**config.mk**
```make
export PLATFORM = sky130hd
export DESIGN_NAME = dx_spi_slave_flat
export DESIGN_NICKNAME = d
export VERILOG_FILES = /design/src/rtl/dx_spi_pkg.sv /design/src/rtl/dx_spi_slave_if.sv /design/src/rtl/dx_spi_sync.sv /design/src/rtl/dx_spi_slave.sv /design/src/flat_wrapper.sv
export SDC_FILE = /design/constraint.sdc
export NUM_CORES = 1
export LEC_CHECK = 0
export ABC_AREA = 1
export CORE_MARGIN = 3
export CORE_UTILIZATION = 56
export DETAILED_ROUTE_END_ITERATION = 10
export GPL_TIMING_DRIVEN = 1
export HOLD_SLACK_MARGIN = 0.05
export MAX_ROUTING_LAYER = met4
export PLACE_DENSITY_LB_ADDON = 0.15
export SKIP_LAST_GASP = 1
export SLEW_MARGIN = 25
export SYNTH_ARGS = -nofsm -noshare
export SYNTH_HDL_FRONTEND = slang
export SYNTH_SLANG_ARGS = --single-unit
```
**constraint.sdc**
```tcl
create_clock -name clk -period 4.8 [get_ports clk]
set_input_delay 0.72 -clock clk [delete_from_list [all_inputs] [get_ports clk]]
set_output_delay 0.72 -clock clk [all_outputs]
set_load 0.02 [all_outputs]
```
**src/rtl/dx_spi_pkg.sv**
```systemverilog
// Shared SPI definitions for dx_spi_core / dx_spi_slave: FSM state
// encoding, state width and the {cpol,cpha} mode encoding.
package dx_spi_pkg;

  localparam int unsigned STATE_W = 3;

  typedef enum logic [STATE_W-1:0] {
    ST_IDLE  = 3'd0,
    ST_LOAD  = 3'd1,
    ST_SHIFT = 3'd2,
    ST_DONE  = 3'd3
  } state_e;

  typedef enum logic [1:0] {
    SPI_MODE0 = 2'b00,
    SPI_MODE1 = 2'b01,
    SPI_MODE2 = 2'b10,
    SPI_MODE3 = 2'b11
  } spi_mode_e;

  // Pack idle level and phase into the mode encoding.
  function automatic spi_mode_e spi_mode(input logic cpol, input logic cpha);
    return spi_mode_e'({cpol, cpha});
  endfunction

endpackage

```
**src/rtl/dx_spi_slave_if.sv**
```systemverilog
// SPI pin bundle.
//   sclk, csn, mosi : driven by the master
//   miso            : driven by the slave
// modport slave  : target side (dx_spi_slave)
// modport master : initiator side (dx_spi_core or a bench)
interface dx_spi_slave_if;
  logic sclk;
  logic csn;
  logic mosi;
  logic miso;

  modport slave  (input sclk, csn, mosi, output miso);
  modport master (output sclk, csn, mosi, input miso);
endinterface

```
**src/rtl/dx_spi_sync.sv**
```systemverilog
// Two-flop synchronizer for one asynchronous pin plus edge detection.
//   clk, rst : system clock, async active-high reset
//   d_i      : asynchronous pin
//   level_o  : synchronized level
//   rise_c   : one-cycle pulse on a synchronized rising edge
//   fall_c   : one-cycle pulse on a synchronized falling edge
module dx_spi_sync (
  input  logic clk,
  input  logic rst,
  input  logic d_i,
  output logic level_o,
  output logic rise_c,
  output logic fall_c
);

  logic meta_q, sync_q, prev_q;
  logic meta_d, sync_d, prev_d;

  // Shift chain: pin -> meta -> sync -> prev (edge register).
  always_comb begin
    meta_d = d_i;
    sync_d = meta_q;
    prev_d = sync_q;
  end

  always_ff @(posedge clk or posedge rst) begin
    if (rst) begin
      meta_q <= 1'b0;
      sync_q <= 1'b0;
      prev_q <= 1'b0;
    end else begin
      meta_q <= meta_d;
      sync_q <= sync_d;
      prev_q <= prev_d;
    end
  end

  assign level_o = sync_q;
  assign rise_c  = sync_q & ~prev_q;
  assign fall_c  = ~sync_q & prev_q;

endmodule

```
**src/rtl/dx_spi_slave.sv**
```systemverilog
// SPI target endpoint, fully oversampled in the clk domain.
// Receives up to DATA_WIDTH bits MSB first from MOSI while returning the
// word captured from tx_data_i on MISO; strobes the received word.
//   clk, rst          : system clock, async active-high reset
//   spi_width_i       : bits per frame (0 or >DATA_WIDTH means DATA_WIDTH)
//   cpol_i, cpha_i    : SPI mode, captured at frame start
//   tx_data_i         : reply word, top spi_width bits sent
//   tx_load_o         : pulse on the cycle tx_data_i is captured
//   rx_stb / rx_data_o: frame complete / received bits, right-justified
//   abort_o           : csn rose before the frame completed
//   busy_o, state_o   : activity flag / state delayed one cycle
//   data_count_o      : bits sampled in the current frame
//   spi               : pin bundle (slave modport)
// Build option: DX_SPI_SLAVE_MISO_TRISTATE_EN releases miso to 1'bz when
// not selected; otherwise miso is driven 0 when not selected.
module dx_spi_slave
  import dx_spi_pkg::*;
#(
  parameter int unsigned DATA_WIDTH       = 32,
  parameter int unsigned DATA_COUNT_WIDTH = 8
) (
  input  logic                        clk,
  input  logic                        rst,
  input  logic [DATA_COUNT_WIDTH-1:0] spi_width_i,
  input  logic                        cpol_i,
  input  logic                        cpha_i,
  input  logic [DATA_WIDTH-1:0]       tx_data_i,
  output logic                        tx_load_o,
  output logic                        rx_stb,
  output logic [DATA_WIDTH-1:0]       rx_data_o,
  output logic                        abort_o,
  output logic                        busy_o,
  output logic [STATE_W-1:0]          state_o,
  output logic [DATA_COUNT_WIDTH-1:0] data_count_o,
  dx_spi_slave_if.slave               spi
);

  localparam logic [DATA_COUNT_WIDTH-1:0] FULL_CNT = DATA_COUNT_WIDTH'(DATA_WIDTH);

  logic sclk_rise_c, sclk_fall_c, csn_rise_c, csn_fall_c, mosi_s, csn_s;
  logic unused_sclk_lvl, unused_mosi_rise, unused_mosi_fall;

  dx_spi_sync u_sync_sclk (.clk(clk), .rst(rst), .d_i(spi.sclk),
                           .level_o(unused_sclk_lvl), .rise_c(sclk_rise_c), .fall_c(sclk_fall_c));
  dx_spi_sync u_sync_csn  (.clk(clk), .rst(rst), .d_i(spi.csn),
                           .level_o(csn_s), .rise_c(csn_rise_c), .fall_c(csn_fall_c));
  dx_spi_sync u_sync_mosi (.clk(clk), .rst(rst), .d_i(spi.mosi),
                           .level_o(mosi_s), .rise_c(unused_mosi_rise), .fall_c(unused_mosi_fall));

  state_e                      state_q, state_d;
  spi_mode_e                   mode_q, mode_d;
  logic [DATA_COUNT_WIDTH-1:0] width_q, width_d, count_q, count_d;
  logic [DATA_WIDTH-1:0]       tx_q, tx_d, rx_q, rx_d;
  logic                        miso_q, miso_d;
  logic                        final_q, final_d, abort_q, abort_d;
  logic                        rx_stb_q, busy_q, tx_load_q;
  logic [STATE_W-1:0]          state_o_q;

  logic [DATA_COUNT_WIDTH-1:0] width_eff_c;
  logic                        lead_c, trail_c, sample_c, drive_c;

  assign width_eff_c = (spi_width_i == '0 || spi_width_i > FULL_CNT) ? FULL_CNT : spi_width_i;

  // Leading edge leaves the idle level; CPHA picks which edge samples.
  assign lead_c   = mode_q[1] ? sclk_fall_c : sclk_rise_c;
  assign trail_c  = mode_q[1] ? sclk_rise_c : sclk_fall_c;
  assign sample_c = mode_q[0] ? trail_c : lead_c;
  assign drive_c  = mode_q[0] ? lead_c  : trail_c;

  // Next-state and datapath.
  always_comb begin
    state_d = state_q;
    mode_d  = mode_q;
    width_d = width_q;
    count_d = count_q;
    tx_d    = tx_q;
    rx_d    = rx_q;
    miso_d  = miso_q;
    final_d = 1'b0;
    abort_d = 1'b0;
    case (state_q)
      ST_IDLE: begin
        if (csn_fall_c) state_d = ST_LOAD;
      end
      ST_LOAD: begin
        mode_d  = spi_mode(cpol_i, cpha_i);
        width_d = width_eff_c;
        count_d = '0;
        rx_d    = '0;
        // CPHA=0 presents the MSB before the first edge; CPHA=1 drives it on the first leading edge.
        if (cpha_i) begin
          tx_d   = tx_data_i;
          miso_d = 1'b0;
        end else begin
          tx_d   = {tx_data_i[DATA_WIDTH-2:0], 1'b0};
          miso_d = tx_data_i[DATA_WIDTH-1];
        end
        abort_d = csn_rise_c;
        state_d = csn_rise_c ? ST_IDLE : ST_SHIFT;
      end
      ST_SHIFT: begin
        if (drive_c) begin
          miso_d = tx_q[DATA_WIDTH-1];
          tx_d   = {tx_q[DATA_WIDTH-2:0], 1'b0};
        end
        if (sample_c) begin
          rx_d    = {rx_q[DATA_WIDTH-2:0], mosi_s};
          count_d = count_q + DATA_COUNT_WIDTH'(1);
        end
        // A final sample wins over a simultaneous csn rise.
        if (sample_c && count_d == width_q) begin
          final_d = 1'b1;
          state_d = csn_rise_c ? ST_IDLE : ST_DONE;
        end else if (csn_rise_c) begin
          abort_d = 1'b1;
          state_d = ST_IDLE;
        end
      end
      ST_DONE: begin
        if (csn_rise_c) state_d = ST_IDLE;
      end
      default: state_d = ST_IDLE;
    endcase
  end

  always_ff @(posedge clk or posedge rst) begin
    if (rst) begin
      state_q   <= ST_IDLE;
      mode_q    <= SPI_MODE0;
      width_q   <= '0;
      count_q   <= '0;
      tx_q      <= '0;
      rx_q      <= '0;
      miso_q    <= 1'b0;
      final_q   <= 1'b0;
      abort_q   <= 1'b0;
      rx_stb_q  <= 1'b0;
      busy_q    <= 1'b0;
      tx_load_q <= 1'b0;
      state_o_q <= ST_IDLE;
    end else begin
      state_q   <= state_d;
      mode_q    <= mode_d;
      width_q   <= width_d;
      count_q   <= count_d;
      tx_q      <= tx_d;
      rx_q      <= rx_d;
      miso_q    <= miso_d;
      final_q   <= final_d;
      abort_q   <= abort_d;
      rx_stb_q  <= final_q;
      busy_q    <= (state_d != ST_IDLE);
      tx_load_q <= (state_d == ST_LOAD);
      state_o_q <= state_q;
    end
  end

  assign tx_load_o    = tx_load_q;
  assign rx_stb       = rx_stb_q;
  assign rx_data_o    = rx_q;
  assign abort_o      = abort_q;
  assign busy_o       = busy_q;
  assign state_o      = state_o_q;
  assign data_count_o = count_q;

`ifdef DX_SPI_SLAVE_MISO_TRISTATE_EN
  assign spi.miso = (state_q == ST_IDLE || csn_s) ? 1'bz : miso_q;
`else
  assign spi.miso = (state_q == ST_IDLE || csn_s) ? 1'b0 : miso_q;
`endif

endmodule
```
**src/flat_wrapper.sv**
```systemverilog
// flat-port wrapper written by rule: the top's interface ports become plain ports
module dx_spi_slave_flat import dx_spi_pkg::*;
#(
  parameter int unsigned DATA_WIDTH       = 32,
  parameter int unsigned DATA_COUNT_WIDTH = 8
)
  (clk, rst, spi_width_i, cpol_i, cpha_i, tx_data_i, tx_load_o, rx_stb, rx_data_o, abort_o, busy_o, state_o, data_count_o, spi_sclk, spi_csn, spi_mosi, spi_miso);
  dx_spi_slave_if spi_i ();
  input  logic clk;
  input  logic rst;
  input  logic [DATA_COUNT_WIDTH-1:0] spi_width_i;
  input  logic cpol_i;
  input  logic cpha_i;
  input  logic [DATA_WIDTH-1:0] tx_data_i;
  output logic tx_load_o;
  output logic rx_stb;
  output logic [DATA_WIDTH-1:0] rx_data_o;
  output logic abort_o;
  output logic busy_o;
  output logic [STATE_W-1:0] state_o;
  output logic [DATA_COUNT_WIDTH-1:0] data_count_o;
  input wire logic [$bits(spi_i.sclk)-1:0] spi_sclk;
  input wire logic [$bits(spi_i.csn)-1:0] spi_csn;
  input wire logic [$bits(spi_i.mosi)-1:0] spi_mosi;
  output wire logic [$bits(spi_i.miso)-1:0] spi_miso;
  assign spi_i.sclk = spi_sclk;
  assign spi_i.csn = spi_csn;
  assign spi_i.mosi = spi_mosi;
  assign spi_miso = spi_i.miso;
  dx_spi_slave #(.DATA_WIDTH(DATA_WIDTH), .DATA_COUNT_WIDTH(DATA_COUNT_WIDTH)) u_core (.clk(clk), .rst(rst), .spi_width_i(spi_width_i), .cpol_i(cpol_i), .cpha_i(cpha_i), .tx_data_i(tx_data_i), .tx_load_o(tx_load_o), .rx_stb(rx_stb), .rx_data_o(rx_data_o), .abort_o(abort_o), .busy_o(busy_o), .state_o(state_o), .data_count_o(data_count_o), .spi(spi_i));
endmodule
```
* Word level (Yosys, flattened, before mapping)
Cells that the tools add are included.
** Operators by class
- Add/subtract/negate cells :: 1
- Order comparisons :: 1
- Equality and inequality tests :: 7
- Mux-type cells :: 28
- Bitwise operators :: 8
- Reductions and logical operators :: 9
** Operator list (number)
- $pmux W32 S2 :: 2
- $mux W32 :: 3
- $mux W8 :: 3
- $pmux W8 S2 :: 1
- $pmux W3 S4 :: 1
- $mux W1 :: 11
- $mux W3 :: 3
- $add A8 B1 Y8 const B :: 1
- $eq A8 B8 Y1 :: 1
- $gt A8 B6 Y1 const B :: 1
- $logic_not A8 Y1 :: 1
- $eq A3 B1 Y1 const B :: 2
- $eq A3 B2 Y1 const B :: 2
- $and A1 B1 Y1 :: 4
- $mux W2 :: 2
- $ne A2 B1 Y1 const B :: 2
- $not A1 Y1 :: 4
- $pmux W1 S2 :: 2
- $reduce_and A2 Y1 :: 2
- $logic_not A3 Y1 :: 1
- $reduce_bool A3 Y1 :: 1
- $logic_or A1 B1 Y1 :: 2
- $reduce_bool A2 Y1 :: 1
- $logic_and A1 B1 Y1 :: 1
** Word-level totals
- Register bits :: 102
- Input port bits :: 47
- Output and inout bits :: 48
- Word-level logic and storage cells :: 75

* Depth between registers and ports, before layout
- Word-level depth :: 11
- Mapped depth :: 13
- Gate-level depth less buffers :: 13

* Modules after synthesis
A second synthesis with hierarchy kept.
** Second synthesis, totals
- Cells, all modules :: 608
- Area total of the unflattened synthesis :: 5016.1 sq um
** Modules (own cells, without submodules)
- dx_spi_slave :: times used 1, cells an instance 584, area each 4734.5 sq um, sequential area each 2352.3 sq um
- dx_spi_sync :: times used 3, cells an instance 8, area each 93.8 sq um, sequential area each 75.1 sq um

* Worst setup path after synthesis
Ideal clock, no wire load.
- Kind :: register to output
- From :: register u_core.state_q[2]
- To :: output port spi_miso
- Data arrival time :: 1.153 ns
- Data required time :: 4.080 ns
- Setup slack :: 2.927 ns
- Stages on the path, launching flop included :: 3
- Path buffers :: 0
- Path through :: dfrtp_1 -> inv_1 -> a211oi_1
** On the way
- Longest elaborated chain between the ends :: 3
** RTL lines
- start, declared :: RTL line dx_spi_slave.sv:50 : state_e state_q, state_d;
- start signal, assigned :: RTL line dx_spi_slave.sv:142 : state_q <= state_d;
- $logic_not A3 Y1 :: RTL line dx_spi_slave.sv:169 : assign spi.miso = (state_q == ST_IDLE || csn_s) ? 1'b0 : miso_q;
- $logic_or A1 B1 Y1 :: RTL line dx_spi_slave.sv:169
- $mux W1 :: RTL line dx_spi_slave.sv:169
- end, declared :: RTL line flat_wrapper.sv:25 : output wire logic [$bits(spi_i.miso)-1:0] spi_miso;
Every way passes these cells.

* Worst setup path after layout
- From :: register u_core.state_q[2]
- To :: register u_core.abort_q, in the netlist u_core.abort_o
** On the way
- Longest elaborated chain between the ends :: 2
- Elaborated cells on any way between the ends :: 3
- Classes of those cells :: 2 x eq/ne; 1 x mux
** RTL lines
- $eq A3 B2 Y1 / $eq A3 B1 Y1 (equally long branches) :: RTL line dx_spi_slave.sv:81 : case (state_q)
- $pmux W1 S2 * :: RTL line dx_spi_slave.sv:81
- via u_core.abort_d :: RTL line dx_spi_slave.sv:55 : logic final_q, final_d, abort_q, abort_d;
- end signal, assigned :: RTL line dx_spi_slave.sv:150 : abort_q <= abort_d;
- end, declared :: RTL line dx_spi_slave.sv:55
Mark *: on every way through the listed nets, which the timed path passes. The rest lies on a longest branch.
A chain may end at the register's enable or synchronous reset.

==> impl_metrics.py <==
metrics = {
    "layout": {
        "layout_commonest_cell": "nand2_1",
        "syn_to_final_growth_pct": 23.92,
        "most-common-layout-cells": "154 x nand2_1, 102 x dfrtp_1, 95 x inv_1",
        "post-route-util_pct": 72.94,
        "final_area_sq_um": 6113,
        "multi_input_area_sq_um": 1864,
        "fillers": 644,
        "seq_area_sq_um": 2552,
        "drive_above_1_share_pct": 5.579,
        "antennaDiodeCount": 0,
        "layout.nets": 742,
    },
    "drt": {
        "viasPerCell": 5.341,
        "drc_errors": 0,
        "drt_iter0_drc": 219,
        "ant_nets": 0,
        "routed_wl_um": 10870,
        "vias": 4294,
        "dr.pass1.iters": 5,
        "wl_per_cell_um": 13.52,
    },
    "critical_path": {
        "arrival_ns": 2.90,
        "worst-path-max-fanout": 71,
        "cp_top_family": "simple AND/OR/NAND/NOR gates",
        "start_kind": "flip-flop",
        "crit_path_end_kind": "flip-flop",
        "rr_worst_depth": 5,
        "crit_path_max_incr_delay_ns": 0.80,
        "criticalPathCategory": "reg -> reg",
        "crit_slowest_cell": "clkinv_2",
        "cp_num_cells": 5,
        "worstPathRequired_ns": 5.08,
        "critPathBufInv": 1,
        "crit_chain": "nor3_4, clkinv_2, nand2_2, nand2_1, a31oi_1",
    },
    "clocking": {
        "cts_tree": "done",
        "ctsLongestPathBuffers": 2,
        "cts_buffers": 9,
        "ctsHoldBuffers": 0,
        "cts_resized": 0,
        "clk_pin_slew_ns": 0.11,
        "post_cts_buffers": 0,
        "clock-sinks": 102,
        "cts-root-buf": "clkbuf_8",
        "cts-htree-levels": 3,
        "clock_latency_ns": 0.37,
    },
    "sta": {
        "finalSetupViolCount": 0,
        "fin_crit_ns": 2.619,
        "slew_viol_final": 0,
        "finalCritPeriodShare_pct": 54.57,
        "rsz0062_at_grt": "false",
        "fin_setup_tns_ns": 0,
        "finalHoldViolCount": 0,
        "worst_pin_slew_ns": 0.9210,
        "relSlewSlack_pct": 38.53,
        "fmax_mhz": 381.8,
        "finClkSkew_ns": 0.01745,
    },
    "synth": {
        "synth_seq_cells": 102,
        "syn_inst": 615,
        "syn_nets": 663,
        "netlist_area_sq_um": 4933,
        "yosysUniqueCellTypes": 32,
        "seq_area_frac_synth_pct": 51.74,
        "syn_area_per_cell_sq_um": 8.022,
        "ys_warn_count": 0,
    },
    "die": {
        "core_area_sq_um": 8382,
        "initial_utilization_pct": 58.86,
        "dieArea_sq_um": 9972,
        "die_x_um": 99.86,
        "die_y_um": 99.86,
        "ios": 95,
        "placementRows": 33,
    },
    "power": {
        "pwr_density_cell_nw_per_um2": 359.7,
        "peakVddDrop_uv": 212.7,
        "p_leak_uw": 0.002819,
        "power_uw": 2199,
    },
    "global_routing": {
        "grt_pass1_vias": 4032,
        "overflow": 0,
        "grt_pass1_wl_um": 18640,
        "track_usage_pct": 23.47,
        "grt_max_degree": 75,
        "antenna_found_initial": 0,
    },
    "outcome": {
        "status": "finished, final reports clean",
    },
    "placement": {
        "gp_congestion": 0.8970,
        "dp.final_hpwl_um": 7519,
        "dpl_cell_area_sq_um": 5884,
        "port_buffers": 94,
    },
    "hold_path": {
        "holdCritPathClass": "reg -> reg",
        "hold_depth": 0,
    },
    "job": {
        "cap_violations": 0,
    },
}
-- per-stage QoR --
step	hold WS (ns)	setup slack (ns)	instances
floorplan	0.3312	1.405	615
global placement	0.3346	1.957	788
detailed placement	0.3364	1.801	788
CTS	0.3498	1.780	804
global route	0.3473	1.914	804
finish	0.3474	2.181	804
-- kinds of logic after synthesis --
logic type      synth area share [%]
fa+ha+maj                     0.2536
flops                          51.74
simple gates                   22.29
xor+xnor                      0.3551
buf+inv                        10.73
compound gates                 14.56
other cells                  0.07601
-- flip-flops by register name, indices dropped and copies added, names as in the netlist, 2 cells and up --
register and count:
u_core.data_count_o 8, u_core.mode_q 2, u_core.rx_data_o 32, u_core.state_o 3, u_core.state_q 3, u_core.tx_q 32
u_core.width_q 8
-- path summary, 6_finish.rpt --
check,from,endpoint,slack (ns)
worst max-delay path,u_core.state_q[2]$_DFF_PP0_,u_core.abort_o$_DFF_PP0_,2.18
worst min-delay path,u_core.u_sync_sclk.meta_q$_DFF_PP0_,u_core.u_sync_sclk.level_o$_DFF_PP0_,0.35
worst max register to register,u_core.state_q[2]$_DFF_PP0_,u_core.abort_o$_DFF_PP0_,2.18
worst min register to register,u_core.u_sync_sclk.meta_q$_DFF_PP0_,u_core.u_sync_sclk.level_o$_DFF_PP0_,0.35
max in group asynchronous,rst,u_core.width_q[5]$_DFFE_PP0P_,3.01
min in group asynchronous,rst,u_core.tx_q[10]$_DFFE_PP0P_,0.88
-- power breakdown --
part           switching, uW  internal (uW)  total [uW]
Clock                    325            269         594
Sequential              91.8            989        1080
Combinational            311            213         524
-- metal layers --
metal | wire length (um) | vias up | part of all wire (%) | global-route usage (%)
li1 | - | 2160 | - | -
met1 | 4793 | 1986 | 44 | 30.73
met2 | 5363 | 138 | 49 | 38.58
met3 | 633 | 10 | 5.8 | 4.239
met4 | 80 | 0 | 0.74 | 5.042
met5 | 0 | - | 0 | -
-- final cells by class --
type,count,area share [%]
clock buffer,10,2.251
timing repair buffer,97,15.76
clock inverter,6,1.392
tap,105,2.149
sequential,102,41.75
multi-input combinational,384,30.50
inverter,100,6.201
-- cell usage after synthesis (all sizes together) --
cell      n  share of area [%]
xor2      2               0.36
o21ai    49                5.1
a31oi    32                4.1
a21oi     2               0.20
o211ai    3               0.46
nand3b    1               0.15
buf      12                1.8
nor2     45                3.5
nand3    38                4.2
nor3      5                1.1
nand2   160                 12
nor3b     2               0.30
inv     100                7.6
and3      1               0.13
a211oi    1               0.15
dfrtp   102                 52
clkbuf   17                1.3
conb      1              0.076
o22ai    36                4.6
nor4      2               0.25
nand4     3               0.38
ha        1               0.25
Note: power is estimated with default switching activity, not from simulation.
